--- src/rtl/lfsr_pkg.sv ---
// Shared constants for the parameterised LFSR: step-mode encodings and
// the default 4-bit polynomial and seed.
package lfsr_pkg;

    localparam logic MODE_FIB = 1'b0;
    localparam logic MODE_GAL = 1'b1;

    localparam int unsigned DEFAULT_WIDTH = 4;
    localparam logic [3:0]  DEFAULT_TAPS  = 4'b1001;
    localparam logic [3:0]  DEFAULT_SEED  = 4'b0001;

endpackage

--- src/rtl/lfsr_next.sv ---
// Combinational single-step successor of an LFSR state, in either
// Fibonacci (shift left, parity in at bit 0) or Galois (shift right, xor taps) form.
module lfsr_next
    import lfsr_pkg::*;
#(
    parameter int unsigned      WIDTH = DEFAULT_WIDTH,
    parameter logic [WIDTH-1:0] TAPS  = WIDTH'(DEFAULT_TAPS)
) (
    input  logic             mode,
    input  logic [WIDTH-1:0] cur,
    output logic [WIDTH-1:0] nxt
);

    logic fb;

    always_comb begin
        fb = ^(cur & TAPS);
        if (mode == MODE_GAL) begin
            nxt = (cur >> 1) ^ (cur[0] ? TAPS : '0);
        end else begin
            nxt = {cur[WIDTH-2:0], fb};
        end
    end

endmodule

--- src/rtl/lfsr_param.sv ---
// Parameterised LFSR with seed load, step counter since the start value,
// a wrap pulse on return to the start value, and rejection of all-zero loads.
module lfsr_param
    import lfsr_pkg::*;
#(
    parameter int unsigned      WIDTH = DEFAULT_WIDTH,
    parameter logic [WIDTH-1:0] TAPS  = WIDTH'(DEFAULT_TAPS),
    parameter logic [WIDTH-1:0] SEED  = WIDTH'(DEFAULT_SEED)
) (
    input  logic             clk,
    input  logic             rst,
    input  logic             en,
    input  logic             load,
    input  logic [WIDTH-1:0] seed_in,
    input  logic             mode,
    output logic [WIDTH-1:0] out,
    output logic [WIDTH-1:0] steps,
    output logic             wrap,
    output logic             seed_err
);

    logic [WIDTH-1:0] start;
    logic [WIDTH-1:0] next_state;

    lfsr_next #(
        .WIDTH (WIDTH),
        .TAPS  (TAPS)
    ) u_next (
        .mode (mode),
        .cur  (out),
        .nxt  (next_state)
    );

    always_ff @(posedge clk or posedge rst) begin
        if (rst) begin
            out      <= SEED;
            start    <= SEED;
            steps    <= '0;
            wrap     <= 1'b0;
            seed_err <= 1'b0;
        end else begin
            wrap     <= 1'b0;
            seed_err <= 1'b0;
            if (load) begin
                // An all-zero seed would lock the register; fall back to SEED.
                if (seed_in != '0) begin
                    out   <= seed_in;
                    start <= seed_in;
                end else begin
                    out      <= SEED;
                    start    <= SEED;
                    seed_err <= 1'b1;
                end
                steps <= '0;
            end else if (en) begin
                out <= next_state;
                if (next_state == start) begin
                    wrap  <= 1'b1;
                    steps <= '0;
                end else begin
                    steps <= steps + WIDTH'(1);
                end
            end
        end
    end

endmodule

--- config.mk ---
export PLATFORM = sky130hd
export DESIGN_NAME = lfsr_param
export DESIGN_NICKNAME = d
export VERILOG_FILES = /design/src/rtl/lfsr_pkg.sv /design/src/rtl/lfsr_next.sv /design/src/rtl/lfsr_param.sv
export SDC_FILE = /design/constraint.sdc
export NUM_CORES = 1
export LEC_CHECK = 0
export BUFFER_PORTS_ARGS = -buffer_cell sky130_fd_sc_hd__buf_4
export CORE_MARGIN = 2
export CORE_UTILIZATION = 35
export CTS_CLUSTER_SIZE = 25
export DETAILED_ROUTE_END_ITERATION = 8
export GPL_TIMING_DRIVEN = 1
export PLACE_DENSITY = 0.54
export RECOVER_POWER = 100
export SLEW_MARGIN = 20
export SYNTH_ARGS = -nofsm -noshare
export SYNTH_HDL_FRONTEND = slang
export SYNTH_SLANG_ARGS = --single-unit
--- constraint.sdc ---
create_clock -name clk -period 3.35 [get_ports clk]
set_input_delay 0.335 -clock clk [delete_from_list [all_inputs] [get_ports clk]]
set_output_delay 0.335 -clock clk [all_outputs]
set_load 0.01 [all_outputs]
Word level (Yosys, flattened, before mapping)
Cells that the tools add are included.
- $add $sub $neg: 1
- multiply operators: 0
- divide/modulo/power cells: 0
- magnitude comparators: 0
- equality and inequality tests: 1
- shifts and indexed selects: 0
- mux-type cells: 13
- bitwise gates (word level): 1
- reduce and logical (&&, ||, !) cells: 3
- operators with widths (cell ; count):
    4-bit 2-to-1 mux ; 8
    1-bit 2-to-1 mux ; 5
    4-bit by 1-bit adder with 4-bit output, second input constant ; 1
    4-bit == test ; 1
    4-bit nonzero test ; 1
    4-bit XOR reduction ; 1
    3-bit by 4-bit XOR with 4-bit output ; 1
    2-bit nonzero test ; 1
- bits in registers: 14
- latch bits: 0
- bits in writable memories: 0
- ROM bits: 0
- bits of input ports: 9
- output and inout port bits: 10
- logic and storage cells: 24
- memories: 0

Logic depth before layout (Yosys ltp)
- depth in word-level cells: 7
- depth in mapped cells: 6

By module
A second synthesis with hierarchy kept.
- cell total of the unflattened synthesis: 70
- area, all modules: 739.5 um^2
- by module, submodules not included (module ; times used ; cells an instance ; area an instance (um^2)):
    lfsr_param ; 1 ; 65 ; 686.9
    lfsr_next ; 1 ; 5 ; 52.6

Worst setup path after synthesis
OpenSTA, ideal clock, no wires.
- kind: register to register
- from: reg out[0]
- to: reg steps[1]
- setup time: 0.140 ns
- arrival: 1.552 ns
- data required time: 3.210 ns
- slack: 1.658 ns
- stages on the path, launching flop included: 7
- path through: dfstp_2 -> buf_4 -> xor2_1 -> and4_1 -> o21ai_1 -> a32oi_2 -> o32ai_1
- word-level cells in the longest chain between the ends: 7
- ends and longest elaborated chain (element ; line ; source):
    start: declaration ; lfsr_param.sv:16 ; output logic [WIDTH-1:0] out,
    start signal: assignment ; lfsr_param.sv:47 ; out <= seed_in;
    start signal: assignment ; lfsr_param.sv:56 ; out <= next_state;
    4-bit 2-to-1 mux ; lfsr_next.sv:19 ; nxt = (cur >> 1) ^ (cur[0] ? TAPS : '0);
    3-bit by 4-bit XOR with 4-bit output ; lfsr_next.sv:19 ;
    4-bit 2-to-1 mux (*) ; lfsr_next.sv:18 ; if (mode == MODE_GAL) begin
    4-bit == test (*) ; lfsr_param.sv:57 ; if (next_state == start) begin
    4-bit 2-to-1 mux (*) ; lfsr_param.sv:57 ;
    4-bit 2-to-1 mux (*) ; lfsr_param.sv:55 ; end else if (en) begin
    4-bit 2-to-1 mux (*) ; lfsr_param.sv:44 ; if (load) begin
    end signal: assignment ; lfsr_param.sv:61 ; steps <= steps + WIDTH'(1);
    end: declaration ; lfsr_param.sv:17 ; output logic [WIDTH-1:0] steps,
Every way passes the cells marked *; elsewhere a longest branch is shown, timed or not. The select of a mux whose other input is x is not followed.
A chain may end at the register's enable or synchronous reset.

Worst setup path in the final report
Same ends and word-level chain as after synthesis.

==> flow_summary.json <==
{
  "status": "finished clean",
  "syn_area_per_cell_um2": 8.96,
  "synthToLayoutAreaGrowth_pct": 15.3,
  "synth.distinct_cells": 36,
  "cts_buffers": 3,
  "gp_congestion": 0.785,
  "ys_seq_area_share_pct": 42.8,
  "via_per_inst": 5.17,
  "slew_viol_final": 0,
  "critical_path_peak_fanout": 9,
  "synth_edf_count": 0,
  "antenna_found_initial": 0,
  "cpMaxStageDelayCell": "dfstp_1",
  "fillers": 233,
  "grt_overflow": 0,
  "clock-root-buffer": "clkbuf_4",
  "die_area_um2": 2760,
  "hpwl_mm": 1.26,
  "arrival_ns": 2.16,
  "clk-insertion-delay-late_ns": 0.28,
  "total_leakage_power_uw": 0.000416,
  "synth_cells": 92,
  "setup_violations": 0,
  "ys_ff_latch": 14,
  "finalWirelength_mm": 1.75,
  "antenna_left": 0,
  "drv_cap": 0,
  "row_count": 17,
  "peakVddDrop_v": 0.000297,
  "synth_nets": 102,
  "critical-path-top-delay-family": "compound AO/OA/AOI/OAI gates",
  "power_frac_comb_pct": 20.2,
  "seqPwrFrac_pct": 49.8,
  "antenna_cells": 0,
  "max_freq_ghz": 0.494,
  "cts-resized-gates": 0,
  "fin_skew_ns": 0.00198,
  "switching_share_pct": 30.0,
  "track_usage_pct": 14.5,
  "powerDensity_nw_per_um2": 430,
  "synthFlopType": "dfrtp_1",
  "fin_crit_ns": 2.02,
  "path_buf_inv": 0,
  "max_slew_margin_pct": 62.5,
  "via_count": 698,
  "coreArea_um2": 2210,
  "p_sw_uw": 123,
  "worstPathCellList": "xor2_1 > and4_1 > o21ai_0 > a32oi_1 > o32ai_1",
  "drtIter0Drc": 8,
  "r2r_setup_slack_ns": 1.33,
  "synth_warnings": 0,
  "final_common_cell": "o21ai_0",
  "die_h_um": 52.5,
  "rsz0062_at_grt": "false",
  "clock_power_share_pct": 30.1,
  "utilization_pct": 43.0,
  "final-seq-area_um2": 353,
  "wl_per_cell_um": 12.9,
  "start_util_pct": 37.3,
  "r2r_end": "steps[1]$_DFFE_PP0P_",
  "drive_gt1_share_pct": 15.0,
  "dieWidth_um": 52.5,
  "grt_pass1_wl_mm": 2.92,
  "path_clk_slew_ns": 0.09,
  "internal-power_uw": 286,
  "cts-hold-fix-buffers": 0,
  "grt_pass1_vias": 627,
  "netlist_area_um2": 825,
  "final_cell_mix": "14 x o21ai_0, 12 x dfrtp_1, 10 x nand2_1, 10 x clkbuf_1, 7 x inv_1",
  "tns_ns": 0,
  "clock_sinks": 14,
  "tightest_slew_ns": 0.562,
  "port_buffers": 18,
  "start_kind": "register",
  "r2r_cells": 5,
  "nNetsFinal": 118,
  "tritoncts": "yes",
  "period_share_pct": 60.4,
  "hold_viol_final": 0,
  "io_pins": 19,
  "worst_path_largest_cell_delay_ns": 0.68,
  "multi_input_area_um2": 403,
  "postSynth.asyncResetShare_pct": 100,
  "crit_path_end_kind": "register",
  "cts.path.max_buffers": 2,
  "path_class": "reg -> reg",
  "reg2reg_from": "out[0]$_DFFE_PP1P_",
  "dr.pass1.iters": 4,
  "required_ns": 3.49,
  "htreeDepth": 1,
  "hp-class": "in -> async",
  "drc_errors": 0,
  "cts_setup_buffers": 0,
  "grt_max_degree": 21
}
-- registers in the layout, summed over array words and instances, names as in the netlist --
name and cells:
out 4, wrap 1, start 4, steps 4
seed_err 1
-- layout make-up --
| type | instances | area share, % |
|---|---|---|
| Multi-Input combinational cell | 64 | 42.4 |
| Timing Repair Buffer | 18 | 10.3 |
| Clock buffer | 4 | 3.82 |
| Tap cell | 28 | 3.68 |
| Sequential cell | 14 | 37.1 |
| Inverter | 7 | 2.76 |
-- synthesized netlist by cell type (2+ instances only) --
library cell / count / area (um2)
nor3_1: 2 / 10.0
inv_1: 7 / 26.3
buf_4: 2 / 15.0
dfrtp_1: 12 / 300
nor2_1: 5 / 18.8
a21oi_1: 4 / 20.0
nand2_1: 10 / 37.5
nor4b_1: 2 / 17.5
clkbuf_1: 4 / 15.0
xor2_1: 2 / 17.5
o21ai_0: 13 / 65.1
nor4_1: 2 / 12.5
mux2i_1: 2 / 20.0
nand3b_1: 2 / 15.0
dfstp_2: 2 / 52.6
-- per-layer routing --
| metal | wire (um) | up-vias | track usage [%] |
|---|---|---|---|
| li1 | - | 352 | - |
| met1 | 883 | 330 | 20.6 |
| met2 | 791 | 14 | 21.3 |
| met3 | 54 | 2 | 2.57 |
| met4 | 17 | 0 | 6.41 |
| met5 | 0 | - | 0 |
-- power by group through the flow --
stage / Combinational, uW / Sequential [uW] / Clock [uW]
after floorplan: 64.8 / 203 / 0
after global placement: 91.0 / 208 / 0
after detailed placement: 91.6 / 208 / 0
after CTS: 92.5 / 205 / 126
after global routing: 93.0 / 207 / 136
final: 82.5 / 204 / 123
-- worst max-delay path by stage --
stage / cells after the start / slack, ns / start / endpoint
floorplan: 6 / 1.66 / out[0]$_DFFE_PP1P_ / steps[1]$_DFFE_PP0P_
global placement: 5 / 1.63 / out[0]$_DFFE_PP1P_ / steps[2]$_DFFE_PP0P_
detailed placement: 5 / 1.57 / out[0]$_DFFE_PP1P_ / steps[1]$_DFFE_PP0P_
CTS: 5 / 1.55 / out[0]$_DFFE_PP1P_ / steps[1]$_DFFE_PP0P_
global route: 5 / 1.17 / out[0]$_DFFE_PP1P_ / steps[1]$_DFFE_PP0P_
finish: 5 / 1.33 / out[0]$_DFFE_PP1P_ / steps[1]$_DFFE_PP0P_
-- per-stage QoR --
step                worst slack [ns]  instances  hold slack, ns  area (um2)  power (uW)
floorplan                       1.66         92           0.223         825         268
global placement                1.63        131           0.430         960         299
detailed placement              1.57        131           0.426         960         300
CTS                             1.55        135           0.119         996         424
global route                    1.17        135           0.145         951         436
finish                          1.33        135           0.105         951         409
-- logic make-up after synthesis --
group                    share of synthesized area [%]
AND/OR/NAND/NOR                                   21.7
AO/OA/AOI/OAI                                     19.6
buffers and inverters                             7.43
flip-flops                                        42.8
XOR/XNOR                                          3.19
multiplexers                                      3.79
adder cells (fa/ha/maj)                           1.52
-- worst register-to-register path, stage by stage, from the launching register on --
cell,delay [ns]
dfstp_1,0.68
xor2_1,0.28
and4_1,0.22
o21ai_0,0.08
a32oi_1,0.44
o32ai_1,0.18
(Power assumes the default switching activity.)
